### src/rtl/tinyodin_ctrl_obi_responder_if.sv
// ----------------------------------------------------------------------------
// tinyodin_ctrl_obi_responder_if
// OBI bus bundle between the host interconnect and the tinyODIN control-region
// responder. Signal suffixes are named from the responder's point of view.
//   req_i    request valid             gnt_o     grant
//   we_i     write enable              rvalid_o  response valid
//   be_i     byte enables [3:0]        rdata_o   read data [31:0]
//   addr_i   byte address [31:0]
//   wdata_i  write data [31:0]
// Modports: slave (responder side), master (host side).
// ----------------------------------------------------------------------------
interface tinyodin_ctrl_obi_responder_if;
   logic        req_i;
   logic        we_i;
   logic [3:0]  be_i;
   logic [31:0] addr_i;
   logic [31:0] wdata_i;
   logic        gnt_o;
   logic        rvalid_o;
   logic [31:0] rdata_o;

   modport slave (
      input  req_i, we_i, be_i, addr_i, wdata_i,
      output gnt_o, rvalid_o, rdata_o
   );

   modport master (
      output req_i, we_i, be_i, addr_i, wdata_i,
      input  gnt_o, rvalid_o, rdata_o
   );
endinterface

### src/rtl/tinyodin_ctrl_obi_responder.sv
// ----------------------------------------------------------------------------
// tinyodin_ctrl_obi_responder
// OBI responder for the tinyODIN control window. Exposes CTRL, STATUS,
// TIMESTEPS, CYCLES, IRQ_EN and ID registers (word offset = addr[4:2]) and
// drives the controller's start / soft-reset / timestep inputs.
// Ports:
//   clk_i, rst_i   clock, synchronous active-high reset
//   bus            OBI slave modport (req/we/be/addr/wdata, gnt/rvalid/rdata)
//   start_o        one-cycle start pulse to the controller
//   soft_rst_o     one-cycle soft-reset pulse to the cores
//   timesteps_o    configured timestep count [TS_W-1:0]
//   busy_i         controller busy level
//   done_i         controller done pulse
//   irq_o          interrupt (only with TINYODIN_CTRL_IRQ_EN defined)
// Optional feature macro: TINYODIN_CTRL_IRQ_EN (adds IRQ_EN register + irq_o).
// ----------------------------------------------------------------------------
module tinyodin_ctrl_obi_responder #(
   parameter logic [31:0] ID_VALUE = 32'h0D100001,
   parameter int          TS_W     = 16
) (
   input  logic                          clk_i,
   input  logic                          rst_i,
   tinyodin_ctrl_obi_responder_if.slave  bus,
   output logic                          start_o,
   output logic                          soft_rst_o,
   output logic [TS_W-1:0]               timesteps_o,
   input  logic                          busy_i,
   input  logic                          done_i
`ifdef TINYODIN_CTRL_IRQ_EN
   ,
   output logic                          irq_o
`endif
);

   localparam logic [2:0] OFF_CTRL   = 3'd0;
   localparam logic [2:0] OFF_STATUS = 3'd1;
   localparam logic [2:0] OFF_TS     = 3'd2;
   localparam logic [2:0] OFF_CYCLES = 3'd3;
   localparam logic [2:0] OFF_IRQEN  = 3'd4;
   localparam logic [2:0] OFF_ID     = 3'd5;

   function automatic logic [31:0] sat_inc32(input logic [31:0] v);
      return (v == 32'hFFFF_FFFF) ? v : v + 32'd1;
   endfunction

   // Byte-enable merge of a write into the timestep field; bytes beyond TS_W
   // are dropped by the final slice.
   function automatic logic [TS_W-1:0] ts_merge(input logic [TS_W-1:0] cur,
                                                input logic [31:0]     wd,
                                                input logic [3:0]      be);
      logic [31:0] tmp;
      tmp = 32'(cur);
      for (int b = 0; b < 4; b++) begin
         if (be[b]) tmp[b*8 +: 8] = wd[b*8 +: 8];
      end
      return tmp[TS_W-1:0];
   endfunction

   logic            rvalid_q,    rvalid_d;
   logic [31:0]     rdata_q,     rdata_d;
   logic            start_q,     start_d;
   logic            srst_q,      srst_d;
   logic            done_q,      done_d;
   logic            ign_q,       ign_d;
   logic [TS_W-1:0] ts_q,        ts_d;
   logic [31:0]     cycles_q,    cycles_d;
   logic [1:0]      irq_en_q,    irq_en_d;
   logic            irq_q,       irq_d;

   logic [2:0]      off;
   logic            wr;
   logic            ctrl_wr;
   logic            start_hit;
   logic            stat_w1c;
   logic [31:0]     rd_val;
   logic            unused_addr;

   assign off         = bus.addr_i[4:2];
   assign unused_addr = ^{bus.addr_i[31:5], bus.addr_i[1:0]};

   // Never stalls: every request is granted in the same cycle.
   assign bus.gnt_o    = bus.req_i;
   // A reset arriving in the response cycle kills the pending response.
   assign bus.rvalid_o = rvalid_q & ~rst_i;
   assign bus.rdata_o  = rdata_q;
   assign start_o      = start_q;
   assign soft_rst_o   = srst_q;
   assign timesteps_o  = ts_q;

   always_comb begin
      rvalid_d  = bus.req_i;
      rdata_d   = rdata_q;
      start_d   = 1'b0;
      srst_d    = 1'b0;
      done_d    = done_q;
      ign_d     = ign_q;
      ts_d      = ts_q;
      cycles_d  = cycles_q;
      irq_en_d  = irq_en_q;
      irq_d     = 1'b0;
      rd_val    = 32'd0;

      wr        = bus.req_i & bus.we_i;
      ctrl_wr   = wr && (off == OFF_CTRL) && bus.be_i[0];
      start_hit = ctrl_wr && bus.wdata_i[0];
      stat_w1c  = wr && (off == OFF_STATUS) && bus.be_i[0];

      // Read value taken from pre-update state.
      case (off)
         OFF_STATUS: rd_val = {29'd0, ign_q, done_q, busy_i};
         OFF_TS:     rd_val = 32'(ts_q);
         OFF_CYCLES: rd_val = cycles_q;
`ifdef TINYODIN_CTRL_IRQ_EN
         OFF_IRQEN:  rd_val = {30'd0, irq_en_q};
`endif
         OFF_ID:     rd_val = ID_VALUE;
         default:    rd_val = 32'd0;
      endcase

      if (bus.req_i) rdata_d = bus.we_i ? 32'd0 : rd_val;

      start_d = start_hit && !busy_i;
      srst_d  = ctrl_wr && bus.wdata_i[1];

      // Clears first, set events last so a same-cycle set wins.
      if (srst_d || (stat_w1c && bus.wdata_i[1])) done_d = 1'b0;
      if (done_i)                                 done_d = 1'b1;
      if (srst_d || (stat_w1c && bus.wdata_i[2])) ign_d  = 1'b0;
      if (start_hit && busy_i)                    ign_d  = 1'b1;

      if (wr && (off == OFF_TS)) ts_d = ts_merge(ts_q, bus.wdata_i, bus.be_i);

      if (start_q || srst_d) cycles_d = 32'd0;
      else if (busy_i)       cycles_d = sat_inc32(cycles_q);

`ifdef TINYODIN_CTRL_IRQ_EN
      if (wr && (off == OFF_IRQEN) && bus.be_i[0]) irq_en_d = bus.wdata_i[1:0];
      irq_d = (done_q & irq_en_q[0]) | (ign_q & irq_en_q[1]);
`endif
   end

   always_ff @(posedge clk_i) begin
      if (rst_i) begin
         rvalid_q <= 1'b0;
         rdata_q  <= 32'd0;
         start_q  <= 1'b0;
         srst_q   <= 1'b0;
         done_q   <= 1'b0;
         ign_q    <= 1'b0;
         ts_q     <= '0;
         cycles_q <= 32'd0;
         irq_en_q <= 2'b00;
         irq_q    <= 1'b0;
      end else begin
         rvalid_q <= rvalid_d;
         rdata_q  <= rdata_d;
         start_q  <= start_d;
         srst_q   <= srst_d;
         done_q   <= done_d;
         ign_q    <= ign_d;
         ts_q     <= ts_d;
         cycles_q <= cycles_d;
         irq_en_q <= irq_en_d;
         irq_q    <= irq_d;
      end
   end

`ifdef TINYODIN_CTRL_IRQ_EN
   assign irq_o = irq_q;
`else
   logic unused_irq;
   assign unused_irq = ^{irq_q, irq_en_q};
`endif

endmodule

### src/flat_wrapper.sv
// flat-port wrapper written by rule: the top's interface ports become plain ports
module tinyodin_ctrl_obi_responder_flat 
#(
   parameter logic [31:0] ID_VALUE = 32'h0D100001,
   parameter int          TS_W     = 16
)
  (clk_i, rst_i, start_o, soft_rst_o, timesteps_o, busy_i, done_i, bus_req_i, bus_we_i, bus_be_i, bus_addr_i, bus_wdata_i, bus_gnt_o, bus_rvalid_o, bus_rdata_o);
  tinyodin_ctrl_obi_responder_if bus_i ();
  input  logic clk_i;
  input  logic rst_i;
  output logic start_o;
  output logic soft_rst_o;
  output logic [TS_W-1:0] timesteps_o;
  input  logic busy_i;
  input  logic done_i;
  input wire logic [$bits(bus_i.req_i)-1:0] bus_req_i;
  input wire logic [$bits(bus_i.we_i)-1:0] bus_we_i;
  input wire logic [$bits(bus_i.be_i)-1:0] bus_be_i;
  input wire logic [$bits(bus_i.addr_i)-1:0] bus_addr_i;
  input wire logic [$bits(bus_i.wdata_i)-1:0] bus_wdata_i;
  output wire logic [$bits(bus_i.gnt_o)-1:0] bus_gnt_o;
  output wire logic [$bits(bus_i.rvalid_o)-1:0] bus_rvalid_o;
  output wire logic [$bits(bus_i.rdata_o)-1:0] bus_rdata_o;
  assign bus_i.req_i = bus_req_i;
  assign bus_i.we_i = bus_we_i;
  assign bus_i.be_i = bus_be_i;
  assign bus_i.addr_i = bus_addr_i;
  assign bus_i.wdata_i = bus_wdata_i;
  assign bus_gnt_o = bus_i.gnt_o;
  assign bus_rvalid_o = bus_i.rvalid_o;
  assign bus_rdata_o = bus_i.rdata_o;
  tinyodin_ctrl_obi_responder #(.ID_VALUE(ID_VALUE), .TS_W(TS_W)) u_core (.clk_i(clk_i), .rst_i(rst_i), .bus(bus_i), .start_o(start_o), .soft_rst_o(soft_rst_o), .timesteps_o(timesteps_o), .busy_i(busy_i), .done_i(done_i));
endmodule
### config.mk
export PLATFORM = sky130hd
export DESIGN_NAME = tinyodin_ctrl_obi_responder_flat
export DESIGN_NICKNAME = d
export VERILOG_FILES = /design/src/rtl/tinyodin_ctrl_obi_responder_if.sv /design/src/rtl/tinyodin_ctrl_obi_responder.sv /design/src/flat_wrapper.sv
export SDC_FILE = /design/constraint.sdc
export NUM_CORES = 1
export LEC_CHECK = 0
export BUFFER_PORTS_ARGS = -buffer_cell sky130_fd_sc_hd__buf_2
export CAP_MARGIN = 20
export CORE_ASPECT_RATIO = 1.75
export CORE_MARGIN = 2
export CORE_UTILIZATION = 54
export DETAILED_ROUTE_END_ITERATION = 10
export PLACE_DENSITY = 0.87
export SLEW_MARGIN = 20
export SYNTH_ARGS = -nofsm -noshare
export SYNTH_HDL_FRONTEND = slang
export SYNTH_SLANG_ARGS = --single-unit
export TNS_END_PERCENT = 1
### constraint.sdc
create_clock -name clk_i -period 5.8 [get_ports clk_i]
set_input_delay 1.16 -clock clk_i [delete_from_list [all_inputs] [get_ports clk_i]]
set_output_delay 1.16 -clock clk_i [all_outputs]
set_load 0.005 [all_outputs]
* After elaboration in Yosys (flattened, before gate mapping)
Cells that the tools add are included.
Cells by class: add/subtract/negate cells 1, eq/ne operators 5, multiplexer cells 6, bitwise gates (word level) 4, reduce and logical (&&, ||, !) cells 22
Operators by type and width (number):
- $pmux W32 S4 | 1
- $add A32 B1 Y32 const B | 1
- $eq A32 B32 Y1 const B | 1
- $mux W32 | 1
- $logic_and A1 B1 Y1 | 11
- $eq A3 B2 Y1 const B | 2
- $reduce_and A2 Y1 | 3
- $mux W1 | 4
- $reduce_bool A2 Y1 | 2
- $eq A3 B1 Y1 const B | 1
- $eq A3 B3 Y1 const B | 1
- $logic_not A3 Y1 | 1
- $logic_or A1 B1 Y1 | 3
- $and A1 B1 Y1 | 2
- $not A1 Y1 | 2
- $reduce_or A2 Y1 | 1
- $logic_not A1 Y1 | 1
Word-level totals: flip-flop bits (word level) 85, input port bits 74, output and inout bits 52, logic and storage cells 47

* Longest topological paths before layout
word-level depth 7, depth in mapped cells 8, depth with buffers taken out 6

* Least setup slack after synthesis
Ideal clock, no wire load.
kind input -> register, start in busy_i, end reg u_core.cycles_q[29], library setup time 0.068 ns, data arrival time 2.756 ns, data required time 5.732 ns, setup slack 2.977 ns, cell stages on the path 7, path buffers 2, cell sequence buf_2 nand4_1 nor4_2 o31ai_4 buf_6 or4_1 a21oi_2
Between the ends: cells in the longest elaborated chain, start to end 1
RTL lines:
- start, declared | line flat_wrapper.sv:14 | input logic busy_i;
- $reduce_and A2 Y1 (no line)
- end signal, assigned | line tinyodin_ctrl_obi_responder.sv:162 | cycles_q <= cycles_d;
- end, declared | line tinyodin_ctrl_obi_responder.sv:66 | logic [31:0] cycles_q, cycles_d;
No other way between the ends. A chain may end at the register's enable or synchronous reset.

==> qor.txt <==
Critical Path Start Type -> input pin
Fin Hold WS -> 0.467 ns
Total GRT Usage -> 27.4%
# setup viols final -> 0
Initial antenna violation count -> 0
CTS Root Cell -> clkbuf_16
Placer Congestion -> 0.954
Max Root-Sink Buffers -> 2
Worst Setup End Kind -> flop
Avg Cell Area, Syn -> 8.60 um^2
Max H-tree Level -> 3
Simple-gate share of the synthesized area -> 25.1%
Area of the multi-input gates -> 1960 um^2
Worst skew pair latency -> 0.34 ns
Pin count of the biggest net entering global routing -> 56
Die area -> 7730 um^2
Compound-Gate Fraction of Synth Area -> 18.3%
XOR/XNOR Fraction of Synth Area -> 2.08%
MaxCap Viol Count -> 0
PwrDens -> 281 nW/um^2
Initial Util -> 55.3%
Number of diodes -> 0
Sink Count -> 85
Synth cell types -> 49
Setup tns final -> 0 ns
Syn Inst Count -> 441
Status -> completed
Slew Viols, Final -> 0
Core ar. -> 6860 um^2
Vias in the first global route -> 3,395
Data arrival, critical path -> 3.39 ns
Filler cells -> 537
Unrepaired setup endpoints after global routing -> no
CTS tree -> done
EDFF count, synth -> 0
Routed WL per cell -> 16.9 um
Synth top area cells -> dfxtp_1 45%, a21oi_1 5.8%, a22oi_1 5.3%
Worst-Margin Slew -> 0.962 ns
Peak VDD IR -> 205 uV
Area leader, netlist -> dfxtp_1
Pleak -> 1.73 nW
Crit path largest cell delay -> 0.75 ns
Slew headroom -> 35.5%
Via count -> 3,592
Total wire length -> 10.1 mm
Die Wd -> 67.3 um
Syn-to-layout area delta -> 19.6%
Ports -> 126
Cts hold-fix bufs -> 0
TritonCTS Buffers -> 9
Iteration-0 DRC Markers -> 286
Post-synth top area share -> 44.9%
Largest family of logic cells by synthesized area -> simple AND/OR/NAND/NOR gates
Post-CTS Setup Repair Bufs -> 0
Vias/cell -> 6.03
Worst Hold Class -> flop to flop
Sequential fraction of the synthesis area -> 44.9%
DRC violations left -> 0
Commonest cells in the netlist -> 85 x dfxtp_1, 53 x nor2_1, 44 x a21oi_1
Placed wire-length estimate -> 7.10 mm
Skew final -> 0.00313 ns
PostCTS Resize Cnt -> 0
GRT overflow -> 0
Critical-path top delay cell -> clkinv_1
Final ANT Viol Nets -> 0
Max Freq -> 321 MHz
Fin nets -> 582
Worst Setup Path Type -> input pin to flop
Async SR Flop Fraction -> 0%
Critical Path Fanout Max -> 36
Final worst path period need -> 3.12 ns
Critical path required time -> 6.08 ns
1st-pass router iterations -> 4
Flops & latches, synth -> 85
Adder-Cell Fraction of Synth Area -> 0.330%
Total power -> 0.00127 W
Post-synthesis mux area share -> 5.54%
Core Rows -> 40
Final Hold Vio Count -> 0
FF+latch area -> 1700 um^2
Syn nets -> 516
Share of cells above drive strength 1 -> 24.4%
First-pass GRT wire length -> 16.0 mm
Main synth FF type -> dfxtp_1
Port buffer count -> 78
Synth warn -> 0
Most common cell in the netlist -> dfxtp_1
Tcrit/Tclk final -> 53.8%
Post-layout util -> 66.1%
Synthesized area -> 3790 um^2
Critical path cell sequence -> buf_2 > clkinv_1 > nor3b_1 > buf_4 > and2_1 > a22oi_1 > nor2_1
Reg clk slew, reported paths -> 0.06 ns
Die Ht -> 115 um
## cell families after synthesis
logic type	after synthesis
and+or+nand+nor	187
AOI/OAI and AO/OA	107
DFF	85
buffers and inverters	33
muxes	19
xor gates and xnor gates	9
adders and majority gates	1
## final cells by class
type,instances,area share [%]
Clock inverter,4,1.55
Sequential cell,85,37.5
Tap cell,84,2.32
Timing Repair Buffer,82,9.27
Multi-Input combinational cell,323,43.2
Inverter,6,0.497
Clock buffer,12,5.66
## state kept, by name, summed over array words and instances, names as in the netlist
| signal | flops |
|---|---|
| u_core.rvalid_q | 1 |
| u_core.cycles_q | 32 |
| u_core.ign_q | 1 |
| u_core.start_o | 1 |
| u_core.done_q | 1 |
| u_core.bus.rdata_o | 32 |
| u_core.soft_rst_o | 1 |
| u_core.timesteps_o | 16 |
## where the power goes
part / total [W] / switching (W) / internal [W]
registers: 0.000591 / 0.00000346 / 0.000588
clock network: 0.000625 / 0.000226 / 0.000399
logic: 0.0000583 / 0.0000380 / 0.0000203
## critical path, delay by kind of cell
kind / cells / cell delay, ns
buffers and inverters: 3 / 1.12
AND/OR/NAND/NOR: 3 / 0.99
AO/OA/AOI/OAI: 1 / 0.12
## stage by stage
step                std cells  instance area, um^2  setup slack [ns]
finish                    596                 4530              2.68
detailed placement        580                 4210              2.34
CTS                       596                 4530              2.70
global route              596                 4530              2.48
floorplan                 441                 3790              2.98
global placement          580                 4210              2.39
## cells in the final DEF (no fill, tap or decap), drive strengths merged, types with 5 or more instances in the layout
cell type  synthesis  routed
a21oi             47      47
a22oi             27      27
buf                6      82
clkbuf            21      12
dfxtp             85      85
inv                5       5
mux2              16      16
nand2             36      36
nand3             34      34
nand4              9       9
nor2              53      53
nor4               5       5
o21ai             11      11
o31ai              9       9
or3               13      13
or4               11      11
xnor2              6       6
## routing by layer
metal,vias up,GRT usage [%],part of all wire [%]
met3,35,6.95,4.1
met4,0,14.3,4.3
met5,-,0,0
met2,124,48.9,54
li1,1740,-,-
met1,1693,28.6,37
## final timing paths
kind                         startpoint                     end  slack [ns]  depth (start not counted)
setup reg to reg    u_core.cycles_q[11]     u_core.cycles_q[29]        3.21                          5
hold / removal    u_core.bus.rdata_o[0]   u_core.bus.rdata_o[0]        0.47                          2
setup / recovery              bus_req_i  u_core.bus.rdata_o[21]        2.68                          7
hold reg to reg   u_core.bus.rdata_o[0]   u_core.bus.rdata_o[0]        0.47                          2
Power figures use the tool's default switching activity.
